--- src/rtl/mpsoc_wb_mpram_arbiter.sv ---
// rtl/mpsoc_wb_mpram_arbiter.sv - round-robin Wishbone arbiter sharing one SPRAM slave
// Optional unacknowledged-strobe watchdog: define MPSOC_WB_MPRAM_ARB_WATCHDOG_EN.
module mpsoc_wb_mpram_arbiter #(
    parameter int MASTERS = 4,
    parameter int AW      = 8,
    parameter int DW      = 32,
    parameter int TIMEOUT = 255
) (
    input  logic                  wb_clk_i,
    input  logic                  wb_rst_ni,
    input  logic [MASTERS*AW-1:0] m_adr_i,
    input  logic [MASTERS*DW-1:0] m_dat_i,
    input  logic [MASTERS*4-1:0]  m_sel_i,
    input  logic [MASTERS-1:0]    m_we_i,
    input  logic [MASTERS-1:0]    m_cyc_i,
    input  logic [MASTERS-1:0]    m_stb_i,
    input  logic [MASTERS*3-1:0]  m_cti_i,
    input  logic [MASTERS*2-1:0]  m_bte_i,
    output logic [MASTERS-1:0]    m_ack_o,
    output logic [MASTERS-1:0]    m_err_o,
    output logic [MASTERS*DW-1:0] m_dat_o,
    output logic [AW-1:0]         s_adr_o,
    output logic [DW-1:0]         s_dat_o,
    output logic [3:0]            s_sel_o,
    output logic                  s_we_o,
    output logic [2:0]            s_cti_o,
    output logic [1:0]            s_bte_o,
    output logic                  s_cyc_o,
    output logic                  s_stb_o,
    input  logic                  s_ack_i,
    input  logic                  s_err_i,
    input  logic [DW-1:0]         s_dat_i,
    output logic [MASTERS-1:0]    grant_o
);

    localparam int IW = (MASTERS > 1) ? $clog2(MASTERS) : 1;

    typedef enum logic {IDLE = 1'b0, BUSY = 1'b1} state_t;

    logic [MASTERS-1:0] grant, grant_nxt;
    logic [IW-1:0]      rr_ptr, ptr_nxt, owner, owner_inc;
    state_t             state;
    logic               wd_err;

    // First requester at or after ptr, wrapping; iterating downward lets the nearest win.
    function automatic logic [MASTERS-1:0] rr_pick(input logic [MASTERS-1:0] req,
                                                   input logic [IW-1:0] ptr);
        logic [IW-1:0] idx;
        rr_pick = '0;
        for (int i = MASTERS - 1; i >= 0; i--) begin
            idx = IW'((int'(ptr) + i) % MASTERS);
            if (req[idx]) begin
                rr_pick      = '0;
                rr_pick[idx] = 1'b1;
            end
        end
    endfunction

    always_comb begin
        owner = '0;
        for (int k = 0; k < MASTERS; k++) begin
            if (grant[k]) owner = IW'(k);
        end
        state     = (grant != '0) ? BUSY : IDLE;
        owner_inc = (owner == IW'(MASTERS - 1)) ? '0 : owner + 1'b1;
    end

    always_comb begin
        grant_nxt = grant;
        ptr_nxt   = rr_ptr;
        case (state)
            IDLE: grant_nxt = rr_pick(m_cyc_i, rr_ptr);
            BUSY: begin
                // Releasing owner goes to the back of the queue; its cyc is already low.
                if (!m_cyc_i[owner]) begin
                    ptr_nxt   = owner_inc;
                    grant_nxt = rr_pick(m_cyc_i, owner_inc);
                end
            end
            default: grant_nxt = '0;
        endcase
    end

    always_ff @(posedge wb_clk_i or negedge wb_rst_ni) begin
        if (!wb_rst_ni) begin
            grant  <= '0;
            rr_ptr <= '0;
        end else begin
            grant  <= grant_nxt;
            rr_ptr <= ptr_nxt;
        end
    end

    always_comb begin
        s_adr_o = '0;
        s_dat_o = '0;
        s_sel_o = '0;
        s_we_o  = 1'b0;
        s_cti_o = '0;
        s_bte_o = '0;
        s_cyc_o = 1'b0;
        s_stb_o = 1'b0;
        if (state == BUSY) begin
            s_adr_o = m_adr_i[owner*AW +: AW];
            s_dat_o = m_dat_i[owner*DW +: DW];
            s_sel_o = m_sel_i[owner*4 +: 4];
            s_we_o  = m_we_i[owner];
            s_cti_o = m_cti_i[owner*3 +: 3];
            s_bte_o = m_bte_i[owner*2 +: 2];
            s_cyc_o = m_cyc_i[owner];
            s_stb_o = m_stb_i[owner];
        end
    end

    assign m_ack_o = grant & {MASTERS{s_ack_i}};
    assign m_err_o = grant & {MASTERS{s_err_i | wd_err}};
    assign m_dat_o = {MASTERS{s_dat_i}};
    assign grant_o = grant;

`ifdef MPSOC_WB_MPRAM_ARB_WATCHDOG_EN
    localparam int TW = $clog2(TIMEOUT + 1);

    logic [TW-1:0] wd_cnt;
    logic          wd_stall;

    assign wd_stall = s_cyc_o & s_stb_o & !s_ack_i & !s_err_i;
    assign wd_err   = s_cyc_o & s_stb_o & (wd_cnt == TW'(TIMEOUT));

    always_ff @(posedge wb_clk_i or negedge wb_rst_ni) begin
        if (!wb_rst_ni) begin
            wd_cnt <= '0;
        end else if (!wd_stall || wd_err || (grant_nxt != grant)) begin
            wd_cnt <= '0;
        end else begin
            wd_cnt <= wd_cnt + 1'b1;
        end
    end
`else
    assign wd_err = 1'b0;
`endif

endmodule
--- config.mk ---
export PLATFORM = sky130hd
export DESIGN_NAME = mpsoc_wb_mpram_arbiter
export DESIGN_NICKNAME = d
export VERILOG_FILES = /design/src/rtl/mpsoc_wb_mpram_arbiter.sv
export SDC_FILE = /design/constraint.sdc
export NUM_CORES = 1
export LEC_CHECK = 0
export ABC_AREA = 1
export CORE_AREA = 2 2 171 173
export CTS_CLUSTER_SIZE = 40
export DETAILED_ROUTE_END_ITERATION = 7
export DIE_AREA = 0 0 173 175
export SLEW_MARGIN = 0
export SYNTH_ARGS = -nofsm -noshare
export SYNTH_HDL_FRONTEND = slang
export SYNTH_SLANG_ARGS = --single-unit
--- constraint.sdc ---
create_clock -name wb_clk_i -period 2.45 [get_ports wb_clk_i]
set_input_delay 0.49 -clock wb_clk_i [delete_from_list [all_inputs] [get_ports wb_clk_i]]
set_output_delay 0.49 -clock wb_clk_i [all_outputs]
set_load 0.03 [all_outputs]
-- Word level (Yosys, flattened, before mapping)
Cells that the tools add are included.
- add/subtract/negate cells: 7
- $mul: 1
- div/mod/pow operators: 0
- magnitude comparators: 17
- equal/unequal tests: 2
- shift-type cells: 5
- multiplexer cells: 61
- bitwise gates (word level): 4
- reduce and logical (&&, ||, !) cells: 10
- operators with widths (cell ; number):
    $shiftx A128 B8 Y32 ; 1
    $mux W4 ; 10
    $mux W32 ; 1
    $shiftx A32 B6 Y8 ; 1
    $lt A2 B3 Y1 const B ; 9
    $mux W1 ; 24
    $bmux W1 S2 ; 11
    $demux W1 S2 ; 8
    $ge A2 B1 Y1 const B ; 8
    $shiftx A16 B5 Y4 ; 1
    $shiftx A12 B5 Y3 ; 1
    $add A2 B2 Y2 const B ; 4
    $and A4 B4 Y4 ; 2
    $logic_and A1 B1 Y1 ; 8
    $mux W2 ; 4
    $mux W8 ; 1
    $pmux W4 S2 ; 1
    $shiftx A8 B4 Y2 ; 1
    $add A2 B1 Y2 const B ; 3
    $mul A2 B2 Y4 const B ; 1
    $reduce_bool A4 Y1 ; 1
    $mux W3 ; 1
    $eq A2 B2 Y1 const B ; 1
    $ne A2 B2 Y1 const B ; 1
    other kinds (2) ; 3
- register bits: 6
- bits in latches: 0
- RAM bits: 0
- ROM bits: 0
- output and inout port bits: 192
- logic and storage cells: 109
- memories kept: 0

-- Logic depth before layout (Yosys ltp)
Gate-level depths: netlist (run 1).
- depth in word-level cells: 16
- gate-level depth with buffers: 14
- mapped depth without buffers: 14

-- Least setup slack after synthesis (run 1)
OpenSTA, ideal clock, no wires.
- path type: register -> output
- start point: register grant[2], in the netlist grant_o[2]
- end point: output port s_adr_o[0]
- arrival: 1874 ps
- required time: 1960 ps
- path slack: 86 ps
- cell stages (with the launch flop): 8
- path buffers: 1
- cells stage by stage: dfrtp_1 > inv_1 > nand2_2 > nand2_2 > nor2_2 > buf_2 > nand2_1 > a41oi_1
- word-level cells in the longest chain between the ends: 4
- RTL lines (item ; line ; source):
    start, declared ; 40 ; logic [MASTERS-1:0] grant, grant_nxt;
    start signal, assigned ; 89 ; grant <= grant_nxt;
    $mux W2 (2 in series) ; 62 ; if (grant[k]) owner = IW'(k);
    $shiftx A32 B6 Y8 ; 104 ; s_adr_o = m_adr_i[owner*AW +: AW];
    $mux W8 (*) ; 103 ; if (state == BUSY) begin
    end, declared ; 22 ; output logic [AW-1:0] s_adr_o,
Every way passes the cells marked *; elsewhere a longest branch is shown, timed or not.

-- Worst setup path in the final report (run 1)
- start point: register grant[2], in the netlist grant_o[2]
- end point: output port s_dat_o[18]
- word-level cells in the longest chain between the ends: 4
- RTL lines (item ; line ; source):
    $mux W2 (2 in series) ; 62 ;
    $shiftx A128 B8 Y32 ; 105 ; s_dat_o = m_dat_i[owner*DW +: DW];
    $mux W32 (*) ; 103 ;
    end, declared ; 23 ; output logic [DW-1:0] s_dat_o,
Marks and branches as above.

==> results_dict.tcl, run 1 <==
set metrics [dict create \
    placementRows 62 \
    port_buffers 275 \
    outcome "finished, final reports clean" \
    wire_per_inst_um 15.3 \
    post-route-drc-count 0 \
    floorplan.die_area_um2 30300 \
    critical_path_arrival_ns 1.91 \
    fin_nets 1036 \
    cts_max_level 1 \
    number_of_cts_inserted_buffers 3 \
    largest_net_degree_at_the_start_of_global_routing 35 \
    grt.met2_usage 0.172 \
    post_synth_inst_count 607 \
    report.final.setup_viol 0 \
    syn-mean-instance-area_um2 5.58 \
    peakVddDrop_v 0.00112 \
    global_route.usage.met1 0.133 \
    syn-cell-area_um2 3390 \
    cp-start-kind "register" \
    die_y_um 175 \
    layoutNonFillerInstCount 1163 \
    timing.max_cap.violations 0 \
    max-slew-margin-rel 0.757 \
    grt.overflow.total 0 \
    p_total_w 0.00963 \
    finalMaxSlewViolations 0 \
    fillers 3159 \
    groute.usage.overall 0.103 \
    final_min_period_over_clock_period 0.980 \
    total_via_count_after_detailed_routing 4577 \
    insertion_delay_ns 0.23 \
    skew_ns 0.00271 \
    synthMuxAreaShare 0 \
    final_layout_size_suffix_gt1_frac 0.180 \
    cts_tree "built" \
    dp_slack_ns 0.116 \
    hold_violations 0 \
    syn_nets 863 \
    grt_pass1_wl_um 25500 \
    multi_input_area_um2 2170 \
    vias_per_cell 3.94 \
    critPathKind "register to output pin" \
    rr_startpoint "grant_o[2]" \
    chipWidth_um 173 \
    synth-compound-area-share 0.184 \
    worstSetupEndpointType "output pin" \
    post-route-min-period_ns 2.40 \
    static-leakage-power_nw 2.60 \
    floorplan.io_pins 436 \
    synth_cell_types 23 \
    core_region_area_um2 28400 \
    clockBufferDepth 2 \
    start_util 0.119 \
    clk_pin_slew_worst_paths_ns 0.04 \
    insertedDiodeCount 0 \
    met3_usage 0.0283 \
    synth_fa_ha_area_frac 0.0443 \
    synth.yosys.warnings 0 \
    route.final.wire_length_um 17700 \
    post_dp_cell_area_um2 5950 \
    setup_ws_ns 0.0484 \
    launching_instance_or_port_of_the_critical_path "grant_o[2]" \
    numClockSinks 6 \
    place_congestion 0.854 \
    synth_xor_xnor_area_share 0 \
    area.growth.synth_to_final_pct 89.3 \
    flip_flop_and_latch_area_um2 153 \
    largest_family_of_logic_cells_by_synthesized_area "buffers and inverters" \
    worst-endpoint-required_ns 1.96 \
    timing_worst_slew_pin_value_ns 0.364 \
    initial_antenna_violation_count 0 \
    finalInstanceArea_um2 6410 \
    synth_simple_gate_area_share 0.358 \
    fmax_mhz 416 \
    seq_area_frac_synth 0.0443 \
    via_count_of_the_first_global_routing_pass 4475 \
    hold_path.class "input port to asynchronous set/reset pin" \
    powerDensity_nw_per_um2 1500 \
    clock_tree.root_cell "clkbuf_16" \
    dp_hpwl_um 13400 \
    drtIter0Drc 290 \
    final_core_utilization 0.226 \
    rsz0062_at_grt "true" \
    drtPass1Iterations 5 \
    busiest_layer "met2" \
    postRouteAntennaNets 0 \
    dpl.cell_count 1142 \
    flop_and_latch_count_out_of_synthesis 6 \
    timing.critical_path.fanout_max 8 \
]
==> cell usage in the layout (no fill, tap or decap), types with 3 or more instances in the layout <==
master	count
nor2_4	3
inv_2	3
a41oi_2	19
a41oi_1	32
buf_4	71
clkbuf_16	4
clkdlybuf4s50_1	223
buf_12	27
o21ai_2	3
nand2_1	272
inv_1	37
nand3_1	26
ha_1	12
a21oi_1	8
o21ai_0	16
dfrtp_1	4
nor2_1	3
==> area by class of cell <==
cell class / instances / area share
flip-flops and latches: 6 / 0.0238
multi-input cells: 404 / 0.338
repair buffers: 324 / 0.526
well taps: 384 / 0.0749
inverters: 41 / 0.0244
clock buffers: 4 / 0.0123
==> power breakdown <==
part / internal (W) / total, W / switching (W)
Combinational: 0.00398 / 0.00911 / 0.00512
Clock: 0.000216 / 0.000276 / 0.0000592
Sequential: 0.000160 / 0.000246 / 0.0000868
==> routing by layer <==
layer,wire [µm],vias to the layer above
met5,0,-
li1,-,2189
met3,1530,48
met2,8400,259
met1,7380,2081
met4,441,0
==> kinds of logic after synthesis <==
family                   count (synthesis)
AO/OA/AOI/OAI                           82
adder cells (fa/ha/maj)                 12
buffers and inverters                  197
flip-flops                               6
AND/OR/NAND/NOR                        310
==> critical path, stage by stage, from the launching register on <==
cell and delay [ns]:
dfrtp_1 0.42, inv_2 0.09, nand2_4 0.11, nand2_8 0.07, nor2_4 0.10, buf_12 0.13, buf_12 0.12, buf_12 0.14
nand2_2 0.05, a41oi_2 0.17, buf_4 0.15, buf_12 0.11
==> per-stage QoR <==
| step | hold slack, ns | TNS (ns) |
|---|---|---|
| 3_5_place_dp | 0.673 | 0 |
| 4_1_cts | 0.532 | 0 |
| 3_3_place_gp | 0.667 | 0 |
| 5_1_grt | 0.544 | -0.152 |
| 2_1_floorplan | 0.194 | 0 |
| 6_report | 0.522 | 0 |
==> timing repair <==
action	4_1_cts	5_1_grt
pin swaps	1	5
setup endpoints to repair	5	36
gates resized for setup	6	26
hold buffers	0	0
gates cloned	1	1
setup buffers	2	13
==> registers in the layout, indices dropped and copies added (netlist names) <==
signal / cells
grant_o: 4
rr_ptr: 2
==> synthesized netlist by cell type <==
master | number | share of area
nand2_1 | 274 | 0.30
buf_4 | 129 | 0.29
a41oi_1 | 51 | 0.13
inv_1 | 39 | 0.043
nand3_1 | 26 | 0.038
buf_2 | 22 | 0.032
o21ai_0 | 16 | 0.024
ha_1 | 12 | 0.044
a21oi_1 | 8 | 0.012
dfrtp_1 | 6 | 0.044
clkbuf_1 | 4 | 0.0044
nor2_1 | 4 | 0.0044
o21ai_2 | 3 | 0.0078
nand2_2 | 2 | 0.0037
nor2_2 | 2 | 0.0037
o211ai_1 | 2 | 0.0044
a21boi_0 | 1 | 0.0022
and2_2 | 1 | 0.0022
buf_1 | 1 | 0.0011
clkinv_1 | 1 | 0.0011
inv_2 | 1 | 0.0011
nand3b_1 | 1 | 0.0022
o21a_1 | 1 | 0.0022
==> worst paths after layout <==
path / end / slack [ns] / cells after the start
worst max-delay path: s_dat_o[18] / 0.05 / 11
worst min-delay path: grant_o[0] / 0.52 / 1
worst max register to register: grant_o[2] / 0.24 / 16
worst min register to register: rr_ptr[1] / 0.69 / 2
max in group asynchronous: grant_o[3] / 1.67 / 1
min in group wb_clk_i: rr_ptr[1] / 0.69 / 2
(Power assumes the default switching activity.)
==> run 2, diff against run 1 <==
--- a/config.mk
+++ b/config.mk
@@ -6,10 +6,14 @@
 export NUM_CORES = 1
 export LEC_CHECK = 0
 export ABC_AREA = 1
-export CORE_AREA = 2 2 171 173
+export CELL_PAD_IN_SITES_DETAIL_PLACEMENT = 0
+export CELL_PAD_IN_SITES_GLOBAL_PLACEMENT = 2
+export CORE_ASPECT_RATIO = 0.7
+export CORE_MARGIN = 2
+export CORE_UTILIZATION = 10
 export CTS_CLUSTER_SIZE = 40
 export DETAILED_ROUTE_END_ITERATION = 7
-export DIE_AREA = 0 0 173 175
+export PLACE_DENSITY_LB_ADDON = 0.1
 export SLEW_MARGIN = 0
 export SYNTH_ARGS = -nofsm -noshare
 export SYNTH_HDL_FRONTEND = slang
==> run 2 against run 1 <==
Compared with the run above:
- global-route usage up 0.52 points
- worst setup slack better by 0.070 ns
- sequential power about the same
- critical path depth down 4
- sequential share of layout area up 0.074 points
- largest power group unchanged
==> results_dict.tcl, run 2 (synthesis results as in run 1) <==
set metrics [dict create \
    fin_nets 1035 \
    dp_hpwl_um 17100 \
    hold_violations 0 \
    peakVddDrop_v 0.000485 \
    insertion_delay_ns 0.23 \
    die_y_um 158 \
    start_util 0.101 \
    dp_slack_ns 0.108 \
    floorplan.die_area_um2 35400 \
    wire_per_inst_um 17.6 \
    layoutNonFillerInstCount 1215 \
    post-route-drc-count 0 \
    clk_pin_slew_worst_paths_ns 0.04 \
    outcome "finished, final reports clean" \
    core_region_area_um2 33400 \
    chipWidth_um 224 \
    grt_pass1_wl_um 28900 \
    clockBufferDepth 2 \
    commonest_cells_after_routing_fill_and_taps_aside "nand2_1 (273), clkdlybuf4s50_1 (223), buf_4 (81), inv_1 (37), a41oi_1 (33)" \
    post-route-min-period_ns 2.33 \
    clock_tree.root_cell "clkbuf_16" \
    groute.usage.overall 0.109 \
    route.final.wire_length_um 21400 \
    initial_antenna_violation_count 3 \
    layout_commonest_cell "nand2_1" \
    max-slew-margin-rel 0.682 \
    cts_max_level 1 \
    worst-endpoint-required_ns 1.96 \
    setup_ws_ns 0.118 \
    finalMaxSlewViolations 0 \
    hold_path.class "input port to asynchronous set/reset pin" \
    drtPass1Iterations 5 \
    timing.max_cap.violations 0 \
    grt.overflow.total 0 \
    final_min_period_over_clock_period 0.952 \
    timing_worst_slew_pin_value_ns 0.472 \
    worstSetupEndpointType "output pin" \
    floorplan.io_pins 436 \
    placementRows 56 \
    dpl.cell_count 1202 \
    cts-hold-fix-buffers 0 \
    largest_net_degree_at_the_start_of_global_routing 50 \
    place_congestion 0.784 \
    number_of_cts_inserted_buffers 3 \
    total_via_count_after_detailed_routing 4456 \
    rsz0062_at_grt "true" \
    port_buffers 275 \
    via_count_of_the_first_global_routing_pass 4488 \
    drtIter0Drc 229 \
    report.final.setup_viol 0 \
    critical_path_arrival_ns 1.84 \
    p_total_w 0.00901 \
    cp-start-kind "register" \
    largest_register_ffs 4 \
    timing.critical_path.fanout_max 49 \
    vias_per_cell 3.67 \
    cts_tree "built" \
    setup_tns_ns 0 \
    fmax_mhz 429 \
    final_layout_size_suffix_gt1_frac 0.179 \
    powerDensity_nw_per_um2 1440 \
    numClockSinks 6 \
    critPathKind "register to output pin" \
    area.growth.synth_to_final_pct 85.1 \
    postRouteAntennaNets 0 \
    skew_ns 0.00107 \
    static-leakage-power_nw 2.53 \
]
-- run 2: cell count changes in the layout (fill, tap and decap cells not counted), moves of 2 or more --
cell / previous run / this run
buf_12: 27 / 10
buf_4: 71 / 81
buf_6: 1 / 7
diode_2: 0 / 2
-- run 2: cell type report --
| type | count | area, µm² |
|---|---|---|
| Timing Repair Buffer | 323 | 3170 |
| Sequential cell | 6 | 154 |
| Inverter | 41 | 154 |
| Multi-Input combinational cell | 404 | 2160 |
| Clock buffer | 4 | 78.8 |
| Tap cell | 435 | 544 |
| Antenna cell | 2 | 5.00 |
| Fill cell | 3814 | 27200 |
-- run 2: path summary, 6_finish.rpt --
path | cells past startpoint | slack (ns) | start | endpoint
setup / recovery | 7 | 0.12 | grant_o[2] | s_bte_o[0]
hold / removal | 1 | 0.54 | wb_rst_ni | rr_ptr[0]
setup reg to reg | 12 | 0.23 | grant_o[2] | grant_o[0]
hold reg to reg | 3 | 0.64 | rr_ptr[1] | rr_ptr[1]
max in group asynchronous | 1 | 1.63 | wb_rst_ni | grant_o[2]
min in group wb_clk_i | 3 | 0.64 | rr_ptr[1] | rr_ptr[1]
-- run 2: layer usage --
metal / vias up / global-route usage / part of all wire
met5: - / 0 / 0.00056
met4: 2 / 0.0194 / 0.015
met3: 14 / 0.0238 / 0.058
met2: 199 / 0.191 / 0.49
met1: 2050 / 0.137 / 0.44
li1: 2191 / - / -
-- run 2: repair_timing --
item,4_1_cts,5_1_grt
setup endpoints to repair,37,52
gates cloned,1,1
setup buffers,4,1
pin swaps,1,0
gates resized for setup,9,27
-- run 2: power by group --
group          internal [W]  switching, W  total, W
sequential         0.000161     0.0000888  0.000249
clock              0.000216     0.0000597  0.000276
combinational       0.00333       0.00516   0.00848
-- run 2: critical path: stages (launching register included) --
cell	delay (ns)
dfrtp_2	0.43
nor2_4	0.15
nand2_1	0.11
buf_4	0.15
nor2_4	0.11
buf_12	0.30
a41oi_1	0.10
buf_4	0.20
-- run 2: stage by stage --
stage	area, µm²	hold WS, ns	util
after global placement	5900	0.656	0.177
after detailed placement	5900	0.642	0.177
final	6270	0.541	0.188
after global routing	6270	0.563	0.188
after floorplan	3390	0.194	-
after CTS	6080	0.553	0.182
